File: src/rtl/bus_pkg.sv
// Shared definitions for the serial system bus: master FSM states, default widths
// and the read/write encoding carried on B_RW.
package bus_pkg;

  localparam int DEF_ADDR_W = 15;
  localparam int DEF_DATA_W = 8;

  localparam logic BUS_WRITE = 1'b1;
  localparam logic BUS_READ  = 1'b0;

  typedef enum logic [2:0] {
    IDLE,
    WAIT,
    ADDR,
    ACKA,
    WDATA,
    ACKW,
    RDATA,
    DONE
  } mstate_t;

  function automatic int max_int(input int a, input int b);
    return (a > b) ? a : b;
  endfunction

endpackage

File: src/rtl/master_port_counter.sv
// Up-counter with synchronous clear (priority) and increment enable.
module master_port_counter #(
  parameter int W = 4
) (
  input  logic         CLK,
  input  logic         RSTN,
  input  logic         rst,
  input  logic         incr,
  output logic [W-1:0] count
);

  always_ff @(posedge CLK or negedge RSTN) begin
    if (!RSTN) begin
      count <= '0;
    end else if (rst) begin
      count <= '0;
    end else if (incr) begin
      count <= count + W'(1);
    end
  end

endmodule

File: src/rtl/master_port.sv
// Serial bus master: turns a parallel client request into an address/ack/data/ack frame.
// Define MASTER_ARB_EN to add the B_REQ/B_GRANT arbitration handshake.
module master_port
  import bus_pkg::*;
#(
  parameter int ADDR_W      = DEF_ADDR_W,
  parameter int DATA_W      = DEF_DATA_W,
  parameter int ACK_TIMEOUT = 15,
  parameter int RD_LAT      = 2
) (
  input  logic              CLK,
  input  logic              RSTN,
  input  logic              M_START,
  input  logic              M_RW,
  input  logic [ADDR_W-1:0] M_ADDR,
  input  logic [DATA_W-1:0] M_DIN,
  output logic              M_BUSY,
  output logic [DATA_W-1:0] M_DOUT,
  output logic              M_DVALID,
  output logic              M_ERR,
  output logic              B_VALID,
  output logic              B_RW,
  output logic              B_BUS_OUT,
  input  logic              B_BUS_IN,
  input  logic              B_ACK,
  input  logic              B_SBSY,
`ifdef MASTER_ARB_EN
  output logic              B_REQ,
  input  logic              B_GRANT,
`endif
  input  logic              B_READY
);

  localparam int BIT_W = $clog2(max_int(ADDR_W, DATA_W) + 1);
  localparam int CNT_W = $clog2(max_int(ACK_TIMEOUT, RD_LAT) + 1);

  mstate_t             state;
  logic [ADDR_W-1:0]   addr_sh;
  logic [DATA_W-1:0]   data_sh;
  logic [DATA_W-2:0]   rd_sh;
  logic                rd_active;
  logic                bit_rst, bit_incr, tmo_rst, tmo_incr;
  logic [BIT_W-1:0]    bit_cnt;
  logic [CNT_W-1:0]    tmo_cnt;
  logic                ack_wait, timed_out, grant_lost, abort, wait_go;
  logic                unused_ready;

  // B_READY is observed by the system but has no influence on the frame
  assign unused_ready = B_READY;

  assign ack_wait  = (state == ACKA) || (state == ACKW) || ((state == RDATA) && !rd_active);
  assign timed_out = ((state == ACKA) || (state == ACKW)) && !B_ACK &&
                     (tmo_cnt == CNT_W'(ACK_TIMEOUT - 1));

`ifdef MASTER_ARB_EN
  assign grant_lost = !B_GRANT && !(state inside {IDLE, WAIT, DONE});
  assign wait_go    = !B_SBSY && B_GRANT;
`else
  assign grant_lost = 1'b0;
  assign wait_go    = !B_SBSY;
`endif

  assign abort = grant_lost || timed_out;

  // The timeout counter doubles as the read-latency counter: any high B_ACK restarts it,
  // so RD_LAT is measured from the last cycle the slave held ACK.
  always_comb begin
    bit_rst  = 1'b1;
    bit_incr = 1'b0;
    tmo_rst  = 1'b0;
    tmo_incr = 1'b0;
    case (state)
      ADDR, WDATA: begin
        bit_rst  = 1'b0;
        bit_incr = 1'b1;
        tmo_rst  = 1'b1;
      end
      RDATA: begin
        if (rd_active) begin
          bit_rst  = 1'b0;
          bit_incr = 1'b1;
        end
      end
      default: ;
    endcase
    if (ack_wait) begin
      if (B_ACK) tmo_rst  = 1'b1;
      else       tmo_incr = 1'b1;
    end else if (state inside {IDLE, WAIT, DONE}) begin
      tmo_rst = 1'b1;
    end
  end

  master_port_counter #(.W(BIT_W)) u_bit_cnt (
    .CLK   (CLK),
    .RSTN  (RSTN),
    .rst   (bit_rst),
    .incr  (bit_incr),
    .count (bit_cnt)
  );

  master_port_counter #(.W(CNT_W)) u_tmo_cnt (
    .CLK   (CLK),
    .RSTN  (RSTN),
    .rst   (tmo_rst),
    .incr  (tmo_incr),
    .count (tmo_cnt)
  );

  always_ff @(posedge CLK or negedge RSTN) begin
    if (!RSTN) begin
      state     <= IDLE;
      M_BUSY    <= 1'b0;
      M_DOUT    <= '0;
      M_DVALID  <= 1'b0;
      M_ERR     <= 1'b0;
      B_VALID   <= 1'b0;
      B_RW      <= 1'b0;
      B_BUS_OUT <= 1'b0;
      addr_sh   <= '0;
      data_sh   <= '0;
      rd_sh     <= '0;
      rd_active <= 1'b0;
`ifdef MASTER_ARB_EN
      B_REQ     <= 1'b0;
`endif
    end else begin
      M_DVALID <= 1'b0;
      M_ERR    <= 1'b0;
      if (abort) begin
        M_ERR     <= 1'b1;
        B_VALID   <= 1'b0;
        B_BUS_OUT <= 1'b0;
        rd_active <= 1'b0;
`ifdef MASTER_ARB_EN
        B_REQ     <= 1'b0;
`endif
        state     <= IDLE;
      end else begin
        case (state)
          // M_BUSY lingers through the error-pulse cycle, so a start there is still refused
          IDLE: begin
            if (M_START && !M_BUSY) begin
              M_BUSY  <= 1'b1;
              B_RW    <= M_RW;
              addr_sh <= M_ADDR;
              data_sh <= M_DIN;
`ifdef MASTER_ARB_EN
              B_REQ   <= 1'b1;
`endif
              state   <= WAIT;
            end else begin
              M_BUSY <= 1'b0;
            end
          end
          WAIT: begin
            if (wait_go) begin
              B_VALID   <= 1'b1;
              B_BUS_OUT <= addr_sh[0];
              addr_sh   <= addr_sh >> 1;
              state     <= ADDR;
            end
          end
          ADDR: begin
            if (bit_cnt == BIT_W'(ADDR_W - 1)) begin
              B_BUS_OUT <= 1'b0;
              state     <= ACKA;
            end else begin
              B_BUS_OUT <= addr_sh[0];
              addr_sh   <= addr_sh >> 1;
            end
          end
          ACKA: begin
            if (B_ACK) begin
              if (B_RW == BUS_WRITE) begin
                B_BUS_OUT <= data_sh[0];
                data_sh   <= data_sh >> 1;
                state     <= WDATA;
              end else begin
                state <= RDATA;
              end
            end
          end
          WDATA: begin
            if (bit_cnt == BIT_W'(DATA_W - 1)) begin
              B_BUS_OUT <= 1'b0;
              state     <= ACKW;
            end else begin
              B_BUS_OUT <= data_sh[0];
              data_sh   <= data_sh >> 1;
            end
          end
          ACKW: begin
            if (B_ACK) begin
              M_DVALID <= 1'b1;
              state    <= DONE;
            end
          end
          // Read bits collect in a shadow register; RD_LAT must be at least 2
          RDATA: begin
            if (rd_active) begin
              rd_sh <= {B_BUS_IN, rd_sh[DATA_W-2:1]};
              if (bit_cnt == BIT_W'(DATA_W - 1)) begin
                M_DOUT    <= {B_BUS_IN, rd_sh};
                M_DVALID  <= 1'b1;
                rd_active <= 1'b0;
                state     <= DONE;
              end
            end else if (!B_ACK && (tmo_cnt == CNT_W'(RD_LAT - 2))) begin
              rd_active <= 1'b1;
            end
          end
          DONE: begin
            B_VALID <= 1'b0;
            M_BUSY  <= 1'b0;
`ifdef MASTER_ARB_EN
            B_REQ   <= 1'b0;
`endif
            state   <= IDLE;
          end
          default: state <= IDLE;
        endcase
      end
    end
  end

endmodule

File: config.mk
export PLATFORM = sky130hd
export DESIGN_NAME = master_port
export DESIGN_NICKNAME = d
export VERILOG_FILES = /design/src/rtl/bus_pkg.sv /design/src/rtl/master_port_counter.sv /design/src/rtl/master_port.sv
export SDC_FILE = /design/constraint.sdc
export NUM_CORES = 1
export LEC_CHECK = 0
export CORE_MARGIN = 2
export CORE_UTILIZATION = 45
export CTS_BUF_LIST = sky130_fd_sc_hd__clkbuf_8 sky130_fd_sc_hd__clkbuf_16
export CTS_CLUSTER_SIZE = 25
export DETAILED_ROUTE_END_ITERATION = 12
export PLACE_DENSITY = 0.68
export SLEW_MARGIN = 20
export SYNTH_ARGS = -nofsm -noshare
export SYNTH_HDL_FRONTEND = slang
export SYNTH_SLANG_ARGS = --single-unit
File: constraint.sdc
create_clock -name CLK -period 3.8 [get_ports CLK]
set_clock_uncertainty 0.05 [all_clocks]
set_input_delay 0.38 -clock CLK [delete_from_list [all_inputs] [get_ports CLK]]
set_output_delay 0.38 -clock CLK [all_outputs]
set_load 0.02 [all_outputs]
==> impl_metrics.yaml <==
detailed_routing:
  vias: 1968
  routed_via_density: 5.50
  first_pass_iters: 4
  first_iter_violations: 120
  wl_per_cell_um: 15.0
  drt.antenna.violating_nets: 0
  wl_um: 5390
  drc: 0
timing:
  slew_headroom: 0.420
  rsz0062_at_grt: "no"
  hold_viol_final: 0
  report.final.slew_viol_count: 0
  setup_tns_ns: 0
  fin_crit_sh: 0.697
  worst_slew_pin_slew_ns: 0.870
  setup_viol: 0
  fmax_ghz: 0.377
  layout_min_cycle_time_ns: 2.65
synth:
  synthMuxAreaShare: 0.247
  ys_seq_area_frac: 0.473
  synth_area_leaders: "dfrtp_1, mux2_2, mux2_4"
  synth_nets: 280
  synth_compound_area_frac: 0.0993
  yosys_warnings: 0
  synth_top_area_cell: "dfrtp_1"
  syn_area_um2: 2960
  synth_ff_type: "dfrtp_1"
  yosys.area.top_type_share: 0.473
  synth_top_family_by_area: "multiplexers"
  async_reset_ff_frac: 1.00
  syn_inst: 244
  synth_cell_types: 54
  ys_ff_latch: 56
  synth_xor_area_frac: 0.0118
  synth_edf_count: 0
  postSynthAreaPerCell_um2: 12.1
  synthSimpleGateAreaFrac: 0.0951
  synthAdderAreaFrac: 0.0245
setup_path:
  critPathBufInv: 2
  critPathTopFamily: "flip-flops"
  worstPathMaxFanout: 27
  startpoint_type: "register"
  cp.depth: 5
  slowest_delay_ns: 0.93
  cp.arrival_ns: 2.80
  reg2reg_depth: 5
  cp-end-kind: "register"
  worstPathCellList: "inv_1, o311ai_0, nor3_4, buf_4, mux2_1"
  worstPathRequired_ns: 3.95
  crit_type: "register to register"
  slowest_stage: "dfrtp_1"
clocking:
  holdBufCountCts: 0
  clockBufferDepth: 2
  htreeDepth: 2
  cts.reportedPaths.clkPinSlew_ns: 0.11
  tritoncts: "yes"
  numCtsBuffers: 5
  cts_root_buf: "clkbuf_8"
  clkSinkCount: 56
  post-cts-setup-buffers: 0
  post_cts_resized: 0
  clock_latency_ns: 0.30
final_layout:
  final_area_um2: 3500
  area_growth_pct: 18.3
  drive_above_1_share: 0.270
  antenna_cells: 0
  final_cell_mix: "dfrtp_1, mux2_2, clkdlybuf4s50_1, inv_1, o21ai_0"
  nFillCells: 548
  mostFrequentLayoutCell: "dfrtp_1"
  fin_nets: 316
worst_hold_path:
  min_path_type: "input port to async pin"
pwr:
  vdd_drop_max_mv: 0.416
  switching_share: 0.347
  p_int_mw: 1.71
  leakagePower_nw: 1.51
  power_frac_seq: 0.402
  pwr-share-clk: 0.153
  switchingPower_mw: 0.909
  power.density_nw_per_um2: 748
  comb_power_share: 0.445
global_routing:
  grt_max_degree: 32
  grt_pass1_wl_um: 9580
  gr-total-overflow: 0
  antenna_found_initial: 0
  grt_usage: 0.164
  grt_pass1_vias: 2005
run:
  maxCapViolCount: 0
die:
  die_area_um2: 7250
  ios: 45
  coreArea_um2: 6350
  rows: 29
  dieHeight_um: 85.1
  start_util: 0.466
  die_w_um: 85.1
placement:
  dpl_cell_area_um2: 3390
  portBuffers: 43
  gp_congestion: 0.786
  hpwl_um: 3740
outcome:
  status: "finished, final reports clean"
kinds of logic (layout without fill, tap and decap cells):
group / Yosys count / after routing
XOR/XNOR: 4 / 4
buffers and inverters: 26 / 63
multiplexers: 62 / 62
flip-flops: 56 / 56
AND/OR/NAND/NOR: 48 / 48
adder cells (fa/ha/maj): 6 / 6
AO/OA/AOI/OAI: 42 / 42
through the flow:
| step | setup slack (ns) | util | cells | power [mW] | hold slack, ns |
|---|---|---|---|---|---|
| after floorplan | 1.61 | - | 244 | 2.01 | 0.0344 |
| after global placement | 1.06 | 0.534 | 350 | 2.20 | 0.378 |
| after detailed placement | 1.08 | 0.534 | 350 | 2.24 | 0.375 |
| after CTS | 1.19 | 0.552 | 358 | 2.65 | 0.0301 |
| after global routing | 1.03 | 0.552 | 358 | 2.82 | 0.0416 |
| final | 1.15 | 0.552 | 358 | 2.62 | 0.0143 |
Yosys cell counts, types with 2 or more instances:
library cell  count
dfrtp_1          56
xor2_1            3
nor2b_1           5
buf_6             5
o21ai_0          10
or3_1             2
a211oi_1          3
mux2_2           51
nand2_1           8
a31oi_1           3
ha_1              5
buf_1             2
clkbuf_1          2
mux2_4            9
buf_2             6
inv_1            10
a21oi_1           9
nor3_1            3
nand2b_1          4
nand3_1           6
o31ai_1           2
nor2_1            8
path summary, 6_finish.rpt:
| check | startpoint | to | slack [ns] |
|---|---|---|---|
| worst max-delay path | state[1] | addr_sh[14] | 1.15 |
| max in group asynchronous | RSTN | u_bit_cnt.count[3] | 2.87 |
| worst min register to register | addr_sh[14] | addr_sh[14] | 0.45 |
| min in group CLK | addr_sh[14] | addr_sh[14] | 0.45 |
| worst max register to register | state[1] | addr_sh[14] | 1.15 |
| worst min-delay path | RSTN | data_sh[4] | 0.01 |
layer usage:
metal	wire [µm]	track usage
met2	2460	0.247
met3	165	0.0379
met1	2710	0.238
met5	0	0
met4	48	0.0447
state kept, by name, summed over array words and instances (netlist names):
register         cells
u_tmo_cnt.count      4
M_DVALID             1
rd_active            1
u_bit_cnt.count      4
M_DOUT               8
data_sh              8
M_ERR                1
addr_sh             15
B_VALID              1
B_RW                 1
rd_sh                7
B_BUS_OUT            1
state                3
M_BUSY               1
layout make-up:
cell class / instances / area, µm² / area share
Timing Repair Buffer: 45 / 440 / 0.126
Tap cell: 77 / 96.3 / 0.0275
Clock buffer: 5 / 68.8 / 0.0196
Sequential cell: 56 / 1400 / 0.400
Multi-Input combinational cell: 162 / 1410 / 0.403
Inverter: 10 / 37.5 / 0.0107
Clock inverter: 3 / 46.3 / 0.0132
power groups by stage:
stage / combinational [mW] / sequential (mW) / clock, mW
2_1_floorplan: 1.06 / 0.952 / 0
3_3_place_gp: 1.15 / 1.05 / 0
3_5_place_dp: 1.17 / 1.07 / 0
4_1_cts: 1.18 / 1.05 / 0.415
5_1_grt: 1.29 / 1.10 / 0.437
6_report: 1.17 / 1.05 / 0.402
Note: power is estimated with default switching activity, not from simulation.
